==> src/rtl/codec_pkg.sv <==
// Shared constants and types for the zigzag run-length encoder:
// block size, JPEG zigzag scan table, symbol record and FSM states.
package codec_pkg;

  localparam int BLK_N       = 64;
  localparam int COEFF_W_DEF = 16;
  localparam int RUN_W_DEF   = 4;

  // Raster index of each zigzag position.
  localparam logic [5:0] ZZ_ORDER [BLK_N] = '{
    6'd0,  6'd1,  6'd8,  6'd16, 6'd9,  6'd2,  6'd3,  6'd10,
    6'd17, 6'd24, 6'd32, 6'd25, 6'd18, 6'd11, 6'd4,  6'd5,
    6'd12, 6'd19, 6'd26, 6'd33, 6'd40, 6'd48, 6'd41, 6'd34,
    6'd27, 6'd20, 6'd13, 6'd6,  6'd7,  6'd14, 6'd21, 6'd28,
    6'd35, 6'd42, 6'd49, 6'd56, 6'd57, 6'd50, 6'd43, 6'd36,
    6'd29, 6'd22, 6'd15, 6'd23, 6'd30, 6'd37, 6'd44, 6'd51,
    6'd58, 6'd59, 6'd52, 6'd45, 6'd38, 6'd31, 6'd39, 6'd46,
    6'd53, 6'd60, 6'd61, 6'd54, 6'd47, 6'd55, 6'd62, 6'd63
  };

  typedef struct packed {
    logic [RUN_W_DEF-1:0]          run;
    logic signed [COEFF_W_DEF-1:0] level;
    logic                          dc;
    logic                          eob;
  } rle_sym_t;

  typedef enum logic [1:0] {
    ST_FILL = 2'd0,
    ST_SCAN = 2'd1,
    ST_EOB  = 2'd2
  } enc_state_t;

endpackage

==> src/rtl/coeff_block_buf.sv <==
// One 8x8 block of coefficients: synchronous write while filling,
// asynchronous read while scanning.
module coeff_block_buf #(
  parameter int COEFF_W = 16,
  parameter int DEPTH   = 64
) (
  input  logic                       clk,
  input  logic                       we,
  input  logic [$clog2(DEPTH)-1:0]   wr_addr,
  input  logic signed [COEFF_W-1:0]  wr_data,
  input  logic [$clog2(DEPTH)-1:0]   rd_addr,
  output logic signed [COEFF_W-1:0]  rd_data
);

  logic signed [COEFF_W-1:0] mem [DEPTH];

  always_ff @(posedge clk) begin
    if (we) begin
      mem[wr_addr] <= wr_data;
    end
  end

  assign rd_data = mem[rd_addr];

endmodule

==> src/rtl/zigzag_rle_encoder.sv <==
// Buffers one raster-order 8x8 block, rescans it in zigzag order and
// emits DC / AC / ZRL / EOB run-length symbols through a registered output.
//
// state   | meaning
// FILL    | accepting 64 raster coefficients into the block buffer
// SCAN    | walking zigzag positions 0..63, emitting DC/AC/ZRL symbols
// EOB     | loading the end-of-block symbol and waiting for its acceptance
module zigzag_rle_encoder
  import codec_pkg::*;
#(
  parameter int COEFF_W = 16,
  parameter int RUN_W   = 4
) (
  input  logic                      clk,
  input  logic                      rst_n,
  input  logic signed [COEFF_W-1:0] coeff_in,
  input  logic                      coeff_in_valid,
  output logic                      coeff_in_ready,
  output logic [RUN_W-1:0]          sym_run,
  output logic signed [COEFF_W-1:0] sym_level,
  output logic                      sym_dc,
  output logic                      sym_eob,
  output logic                      sym_valid,
  input  logic                      sym_ready
);

  localparam int ZRL_LEN = 1 << RUN_W;

  enc_state_t state_q, state_d;
  logic [5:0] wr_cnt_q, wr_cnt_d;
  logic [5:0] zz_q, zz_d;
  logic [5:0] zero_run_q, zero_run_d;

  logic                      buf_we;
  logic [5:0]                rd_addr;
  logic signed [COEFF_W-1:0] c;
  logic                      out_free;

  logic                      load;
  logic [RUN_W-1:0]          ld_run;
  logic signed [COEFF_W-1:0] ld_level;
  logic                      ld_dc;
  logic                      ld_eob;

  assign out_free = !sym_valid || sym_ready;
  assign rd_addr  = ZZ_ORDER[zz_q];
  assign buf_we   = (state_q == ST_FILL) && coeff_in_valid;

  coeff_block_buf #(
    .COEFF_W (COEFF_W),
    .DEPTH   (BLK_N)
  ) u_buf (
    .clk     (clk),
    .we      (buf_we),
    .wr_addr (wr_cnt_q),
    .wr_data (coeff_in),
    .rd_addr (rd_addr),
    .rd_data (c)
  );

  always_comb begin
    state_d        = state_q;
    wr_cnt_d       = wr_cnt_q;
    zz_d           = zz_q;
    zero_run_d     = zero_run_q;
    coeff_in_ready = 1'b0;
    load           = 1'b0;
    ld_run         = '0;
    ld_level       = '0;
    ld_dc          = 1'b0;
    ld_eob         = 1'b0;

    unique case (state_q)
      ST_FILL: begin
        coeff_in_ready = 1'b1;
        if (coeff_in_valid) begin
          wr_cnt_d = wr_cnt_q + 6'd1;
          if (wr_cnt_q == 6'd63) begin
            state_d    = ST_SCAN;
            wr_cnt_d   = '0;
            zz_d       = '0;
            zero_run_d = '0;
          end
        end
      end

      ST_SCAN: begin
        if (out_free) begin
          if (zz_q == 6'd0) begin
            load     = 1'b1;
            ld_dc    = 1'b1;
            ld_level = c;
            zz_d     = zz_q + 6'd1;
          end else if (c == '0) begin
            zero_run_d = zero_run_q + 6'd1;
            zz_d       = zz_q + 6'd1;
          end else if (zero_run_q >= 6'(ZRL_LEN)) begin
            // Position is not consumed; the same coefficient is revisited next cycle.
            load       = 1'b1;
            ld_run     = '1;
            zero_run_d = zero_run_q - 6'(ZRL_LEN);
          end else begin
            load       = 1'b1;
            ld_run     = zero_run_q[RUN_W-1:0];
            ld_level   = c;
            zero_run_d = '0;
            zz_d       = zz_q + 6'd1;
          end
          if ((zz_q == 6'd63) && (zz_d != zz_q)) begin
            state_d = ST_EOB;
            zz_d    = '0;
          end
        end
      end

      ST_EOB: begin
        if (sym_valid && sym_eob) begin
          if (sym_ready) begin
            state_d = ST_FILL;
          end
        end else if (out_free) begin
          load   = 1'b1;
          ld_eob = 1'b1;
        end
      end

      default: begin
        state_d = ST_FILL;
      end
    endcase
  end

  always_ff @(posedge clk) begin
    if (!rst_n) begin
      state_q    <= ST_FILL;
      wr_cnt_q   <= '0;
      zz_q       <= '0;
      zero_run_q <= '0;
      sym_valid  <= 1'b0;
      sym_run    <= '0;
      sym_level  <= '0;
      sym_dc     <= 1'b0;
      sym_eob    <= 1'b0;
    end else begin
      state_q    <= state_d;
      wr_cnt_q   <= wr_cnt_d;
      zz_q       <= zz_d;
      zero_run_q <= zero_run_d;
      if (load) begin
        sym_valid <= 1'b1;
        sym_run   <= ld_run;
        sym_level <= ld_level;
        sym_dc    <= ld_dc;
        sym_eob   <= ld_eob;
      end else if (sym_ready) begin
        sym_valid <= 1'b0;
      end
    end
  end

endmodule
==> config.mk <==
export PLATFORM = sky130hd
export DESIGN_NAME = zigzag_rle_encoder
export DESIGN_NICKNAME = d
export VERILOG_FILES = /design/src/rtl/codec_pkg.sv /design/src/rtl/coeff_block_buf.sv /design/src/rtl/zigzag_rle_encoder.sv
export SDC_FILE = /design/constraint.sdc
export NUM_CORES = 1
export LEC_CHECK = 0
export ABC_AREA = 1
export BUFFER_PORTS_ARGS = -buffer_cell sky130_fd_sc_hd__buf_2
export CAP_MARGIN = 20
export CORE_MARGIN = 4
export CORE_UTILIZATION = 55
export DETAILED_ROUTE_END_ITERATION = 10
export GPL_TIMING_DRIVEN = 1
export MAX_ROUTING_LAYER = met4
export PLACE_DENSITY_LB_ADDON = 0.3
export SYNTH_ARGS = -nofsm -noshare
export SYNTH_HDL_FRONTEND = slang
export SYNTH_SLANG_ARGS = --single-unit
==> constraint.sdc <==
create_clock -name clk -period 4.2 [get_ports clk]
set_input_delay 0.42 -clock clk [delete_from_list [all_inputs] [get_ports clk]]
set_output_delay 0.42 -clock clk [all_outputs]
set_load 0.005 [all_outputs]
* Yosys cells after proc, flatten, opt, wreduce, memory -nomap -nowiden
Memories as Yosys holds them, arrays and structs flattened.
Index checks and enable logic that the tools add are counted.
** Cells by class
- Add/sub/neg operators :: 4
- Multipliers :: 0
- Div/mod/pow operators :: 0
- Magnitude comparators :: 2
- Equality and inequality tests :: 12
- Shift-type cells :: 0
- Mux-type cells :: 50
- Bitwise logic cells :: 1
- Reduce and logical (&&, ||, !) cells :: 14
** Operators by type and width (count)
- $mux 6 :: 16
- $mux 16 :: 5
- $pmux 6 s2 :: 2
- $mux 4 :: 5
- $add 6x1->6 const B :: 3
- $logic_not 16->1 :: 1
- $mux 1 :: 14
- $eq 6x6->1 const B :: 2
- $mux 2 :: 6
- $ne 2x2->1 const B :: 6
- $ge 7x7->1 const B :: 1
- $not 6->7 :: 1
- $ge 6x5->1 const B :: 1
- $logic_not 6->1 :: 1
- $ne 6x6->1 :: 1
- $pmux 2 s3 :: 1
- $reduce_and 6->1 :: 1
- $sub 6x5->6 const B :: 1
- $reduce_and 5->1 :: 1
- $reduce_and 4->1 :: 1
- $reduce_bool 2->1 :: 2
- $logic_and 1x1->1 :: 3
- $eq 2x1->1 const B :: 1
- $eq 2x2->1 const B :: 1
- 6 further kinds :: 6
** Word-level totals
- Flip-flop bits (word level) :: 43
- Latch bits :: 0
- Bits in writable memories :: 1024
- Memory bits (read-only) :: 384
- Input port bits :: 20
- Memories kept :: 2
** Memory list
- u_buf.mem :: depth 64, bits a word 16, read ports 1, clocked after Yosys merged registers in 0, write ports 1, RTL line coeff_block_buf.sv:15 : logic signed [COEFF_W-1:0] mem [DEPTH];
- (name not given) :: depth 64, bits a word 6, read ports 1, clocked after Yosys merged registers in 0, write ports 0, RTL line zigzag_rle_encoder.sv:46 : assign rd_addr = ZZ_ORDER[zz_q];

* Longest topological paths before layout
An unclocked memory read counts as a cell.
- Depth after elaboration :: 15
- Gate-level depth with buffers :: 31
- Mapped depth without buffers :: 28

* Cells and area by module
Synthesis repeated with hierarchy kept, for this count alone.
** Unflattened totals
- Cell total of the unflattened synthesis :: 3995
- Area, all modules :: 44914.3 um^2
** By module, submodules not included
- coeff_block_buf :: instances 1, cells each 3501, area an instance 41778.8 um^2, sequential area each 30749.5 um^2
- zigzag_rle_encoder :: instances 1, cells each 494, area an instance 3135.5 um^2, sequential area each 860.8 um^2

* Worst setup path after synthesis
No wires, ideal clock.
- Path type :: flip-flop to flip-flop
- Start :: register zz_q[1]
- End :: register zz_q[0]
- Library setup time :: 0.117 ns
- Data arrival time :: 3.337 ns
- Data required time :: 4.083 ns
- Path slack :: 0.746 ns
- Stages on the path, launching flop included :: 29
- Buffers on the path :: 3
- Cell sequence :: dfxtp_1 > inv_1 > ha_1 > inv_1 > nand2_1 > nand2_1 > nand2_1 > nand2_1 > nand2_4 > nand2_2 > buf_6 > buf_2 > buf_2 > o211ai_1 > nand3_1 > nand3_1 > nand3_1 > nand3_1 > nand2_1 > nor2_1 > nand2_1 > nor2_1 > nand2_2 > nand3_1 > nand2_1 > nand2_1 > nand2_1 > nand2_1 > nor2_1
** On the way
- Word-level cells in the longest chain between the ends :: 15
** Ends and longest elaborated chain
- start, declared :: RTL line zigzag_rle_encoder.sv:31 : logic [5:0] zz_q, zz_d;
- start signal, assigned :: RTL line zigzag_rle_encoder.sv:147 : zz_q <= zz_d;
- $not 6->7 (not written as such) :: RTL line zigzag_rle_encoder.sv:46
- $mem_v2 64x6
- $mux 6 (not written as such) (2 in a row) :: RTL line zigzag_rle_encoder.sv:46
- $mem_v2 64x16
- $logic_not 16->1 :: RTL line zigzag_rle_encoder.sv:94 : end else if (c == '0) begin
- $mux 6 :: RTL line zigzag_rle_encoder.sv:94
- $mux 6 :: RTL line zigzag_rle_encoder.sv:89 : if (zz_q == 6'd0) begin
- $mux 6 :: RTL line zigzag_rle_encoder.sv:88 : if (out_free) begin
- $mux 6 :: RTL line zigzag_rle_encoder.sv:73 : unique case (state_q)
- $ne 6x6->1 :: RTL line zigzag_rle_encoder.sv:109 : if ((zz_q == 6'd63) && (zz_d != zz_q)) begin
- $logic_and 1x1->1 :: RTL line zigzag_rle_encoder.sv:109
- $mux 6 * :: RTL line zigzag_rle_encoder.sv:109
- $mux 6 * :: RTL line zigzag_rle_encoder.sv:88
- $pmux 6 s2 * :: RTL line zigzag_rle_encoder.sv:73
Mark *: on every way between the ends. The rest lies on a longest branch, timed or not. The select of a mux whose other input is x is not followed.
A chain may end at the register's enable or synchronous reset.

* Final worst setup path
- Start :: register zz_q[1]
- End :: register sym_level[3]
** On the way
- Word-level cells in the longest chain between the ends :: 10
** Ends and longest elaborated chain
- $not 6->7 (not written as such) :: RTL line zigzag_rle_encoder.sv:46
- $mem_v2 64x6
- $mux 6 (not written as such) (2 in a row) :: RTL line zigzag_rle_encoder.sv:46
- $mem_v2 64x16
- $logic_not 16->1 or $mux 16 (tied branches) :: RTL line zigzag_rle_encoder.sv:94, zigzag_rle_encoder.sv:97
- $mux 1 or $mux 16 (tied branches) :: RTL line zigzag_rle_encoder.sv:94
- $mux 1 or $mux 16 (tied branches) :: RTL line zigzag_rle_encoder.sv:89
- $mux 1 or $mux 16 (tied branches) :: RTL line zigzag_rle_encoder.sv:88
- $pmux 1 s2 or $mux 16 (tied branches) :: RTL line zigzag_rle_encoder.sv:73
- end signal, assigned :: RTL line zigzag_rle_encoder.sv:152 : sym_level <= ld_level;
- end, declared :: RTL line zigzag_rle_encoder.sv:20 : output logic signed [COEFF_W-1:0] sym_level,
Parallel ways exist; a longest one is shown, timed or not. The select of a mux whose other input is x is not followed.

==> impl_results.md <==
* Vias in the first global route at roughly 32,000
* Total GRT Usage at 29.0%
* Reg clk slew, reported paths at 0.06 ns
* Iter 0 DRT Violations at 4,397
* Ys flop type: edfxtp_1
* Final Hold Viols at 0
* Num rows at 106
* FF-to-FF setup slack at 0.14 ns
* Die X at between 300 and 400 µm
* Synth area leaders: edfxtp_1 66%, nand3_1 9.5%, nand2_1 8.1%
* HP Class: in -> reg
* Post-synth top area share at 65.6%
* Largest net degree at the start of global routing at 65
* Slowest stage delay, CP at 0.34 ns
* Drt total wl at 131 mm
* Worst Path Required at approximately 4.7 ns
* Die ar. at 90,000 µm²
* Worst R2R Path Depth at 28
* FF-to-FF End: sym_level[3]
* CTS tree: done
* Max-Cap Viols at 0
* Hold-fix buffers, CTS at 0
* Worst hold margin at 0.162 ns
* Final ANT Viol Nets at 0
* Root buffer cell: clkbuf_16
* Number of synthesized flops with an enable pin at 1,024
* Die H at 300 µm
* DR vias at 33,665
* Clock sinks at approximately 1,100
* Final net count at between 4,000 and 5,000
* Clk_lat worst skew at 0.70 ns
* Max transition margin at around a quarter
* Worst min-delay path endpoint: sym_valid
* Crit end category: flip-flop
* Commonest non-fill, non-tap cells in the layout: 1,024 x edfxtp_1, 1,004 x nand2_1, 843 x nand3_1
* Hold Path Depth at 4
* Pwr per Cell Area at a little under 700 nW/µm²
* WS Path Type: reg -> reg
* Status: finished, final reports clean
* Max FO, Critical Path at 44
* Number of fill cells in the layout at roughly 6,300
* FFs w/ async S/R, synth at 0%
* GP Congestion at between 1 and 1.5
* Cell variety after synth at 34
* Core footprint at 84,100 µm²
* Synthesized net count at 4,375
* Min cycle time layout at 4.06 ns
* Core Util, Final at about two thirds
* Overflow after GRT at 0
* IO Count at 44
* Antenna violations before repair at 4
* Dpl hpwl at 79.3 mm
* Avg Synthesized Cell Area at 10.8 µm²
* Final cycle utilization of the critical path at 96.6%
* Starting Density at a little under three fifths
* Cell count after synthesis at 4,335
* Count of state elements after synthesis at 1,067
* H-tree Lvls at 3
* Share of layout cells above drive strength 1 at 13.1%
* DRC errors left at 0
* First-pass GRT wire length at 192 mm
* Post-synthesis sequential area ratio at 67.4%
* Setup TNS at 0 ns
* DR pass1 iterations at 6
* Leak at 20.8 nW
* Peak supply drop at roughly 0.00045 V
* Wire per inst at 22.8 µm
* Area growth syn-to-layout at 16.5%
* Hold Path Origin: sym_ready
* CP max-delay cell: dfxtp_1
* Max Slew Vio Count at 0
* Highest clock rate at between 0.2 and 0.25 GHz
* Worst reg2reg path startpoint: zz_q[1]
* Commonest non-fill, non-tap cell in the layout: edfxtp_1
* Mapped cell area at ~47,000 µm²
* Synthesis Warnings at 0
* Clock Skews at ~0.047 ns
* Vias per cell at roughly 6
* Area leader, netlist: edfxtp_1
* I/O Buffers at 43
* Slew @ Worst Pin at 1.11 ns
* Max clock buf depth at 3
* Crit path DAT at approximately 4.6 ns
* Startpoint Class: flip-flop
* Setup violators final at 0
* Cts bufs inserted at ~110
==> what timing repair did <==
action | 4_1_cts | 5_1_grt
buffers inserted | 2 | 15
pin swaps | 1 | 13
endpoints found under the setup margin | 37 | 37
gates cloned | 1 | 7
resized for setup | 4 | 100
==> metal layers <==
layer | share of wire [%] | vias up | wire, µm | GRT usage (%)
met4 | 4.3 | 0 | 5670 | 13.0
met5 | 0 | - | 0 | -
met3 | 10 | 324 | 13700 | 4.50
met1 | 38 | 16044 | 49400 | 38.1
met2 | 48 | 1985 | 62300 | 45.2
li1 | - | 15312 | - | -
==> cells in the mapped netlist, drive strengths merged, types with 2 or more instances <==
| master | number |
|---|---|
| o22ai | 2 |
| ha | 20 |
| buf | 198 |
| nand4 | 4 |
| o21ai | 82 |
| nand2 | 1022 |
| clkinv | 2 |
| a21oi | 49 |
| o211ai | 48 |
| nand3 | 892 |
| nor2 | 157 |
| clkbuf | 73 |
| xor2 | 6 |
| nand3b | 254 |
| nor3 | 11 |
| inv | 441 |
| edfxtp | 1024 |
| dfxtp | 43 |
==> power breakdown <==
part,switching (W),internal [W]
clock network,0.00412,0.00573
logic,0.0107,0.00557
registers,0.0000574,0.0118
==> metrics by stage <==
step                      total power, W  worst slack, ns  cell area, µm²  std cells
after floorplan                   0.0205            0.746           46900       4335
after global placement            0.0265           -0.109           50100       5530
after detailed placement          0.0267           -0.182           50100       5530
after CTS                         0.0366          -0.0161           53800       5736
after global routing              0.0395          -0.0412           54600       5759
final                             0.0380            0.144           54600       5759
==> registers in the layout, summed over array words and instances (netlist names) <==
signal and flops:
u_buf.mem 1024, sym_level 16, wr_cnt_q 6, zero_run_q 6
zz_q 6, sym_run 4, state_q 2, sym_dc 1
sym_eob 1, sym_valid 1
==> worst max-delay path, delay by kind of cell, from the launching register on <==
kind / cells / cell delay, ns
compound gates: 2 / 0.16
fa+ha+maj: 1 / 0.20
buf+inv: 5 / 0.79
flops: 1 / 0.34
simple gates: 20 / 2.38
==> worst max path at each step <==
stage | startpoint | endpoint | cells after the start
floorplan | zz_q[1] | zz_q[0] | 28
finish | zz_q[1] | sym_level[3] | 28
CTS | zz_q[1] | sym_level[3] | 30
global route | zz_q[2] | zz_q[0] | 25
global placement | zz_q[0] | sym_level[3] | 30
detailed placement | zz_q[1] | sym_level[3] | 30
==> cell type report <==
type,count,area (µm²),share of cell area [%]
flip-flops and latches,1067,31600,57.8
multi-input cells,2555,12800,23.3
repair buffers,355,3520,6.44
clock buffers,135,2860,5.24
inverters,443,1680,3.07
well taps,1134,1420,2.60
clock inverters,68,801,1.47
diodes,2,5.00,0.00916
==> cells by family after synthesis <==
logic type,share of synthesized area [%]
flops,67.4
simple gates,23.3
compound gates,2.29
xor+xnor,0.112
fa+ha+maj,0.534
buf+inv,6.34
No activity file was read; power rests on OpenSTA's default activity.
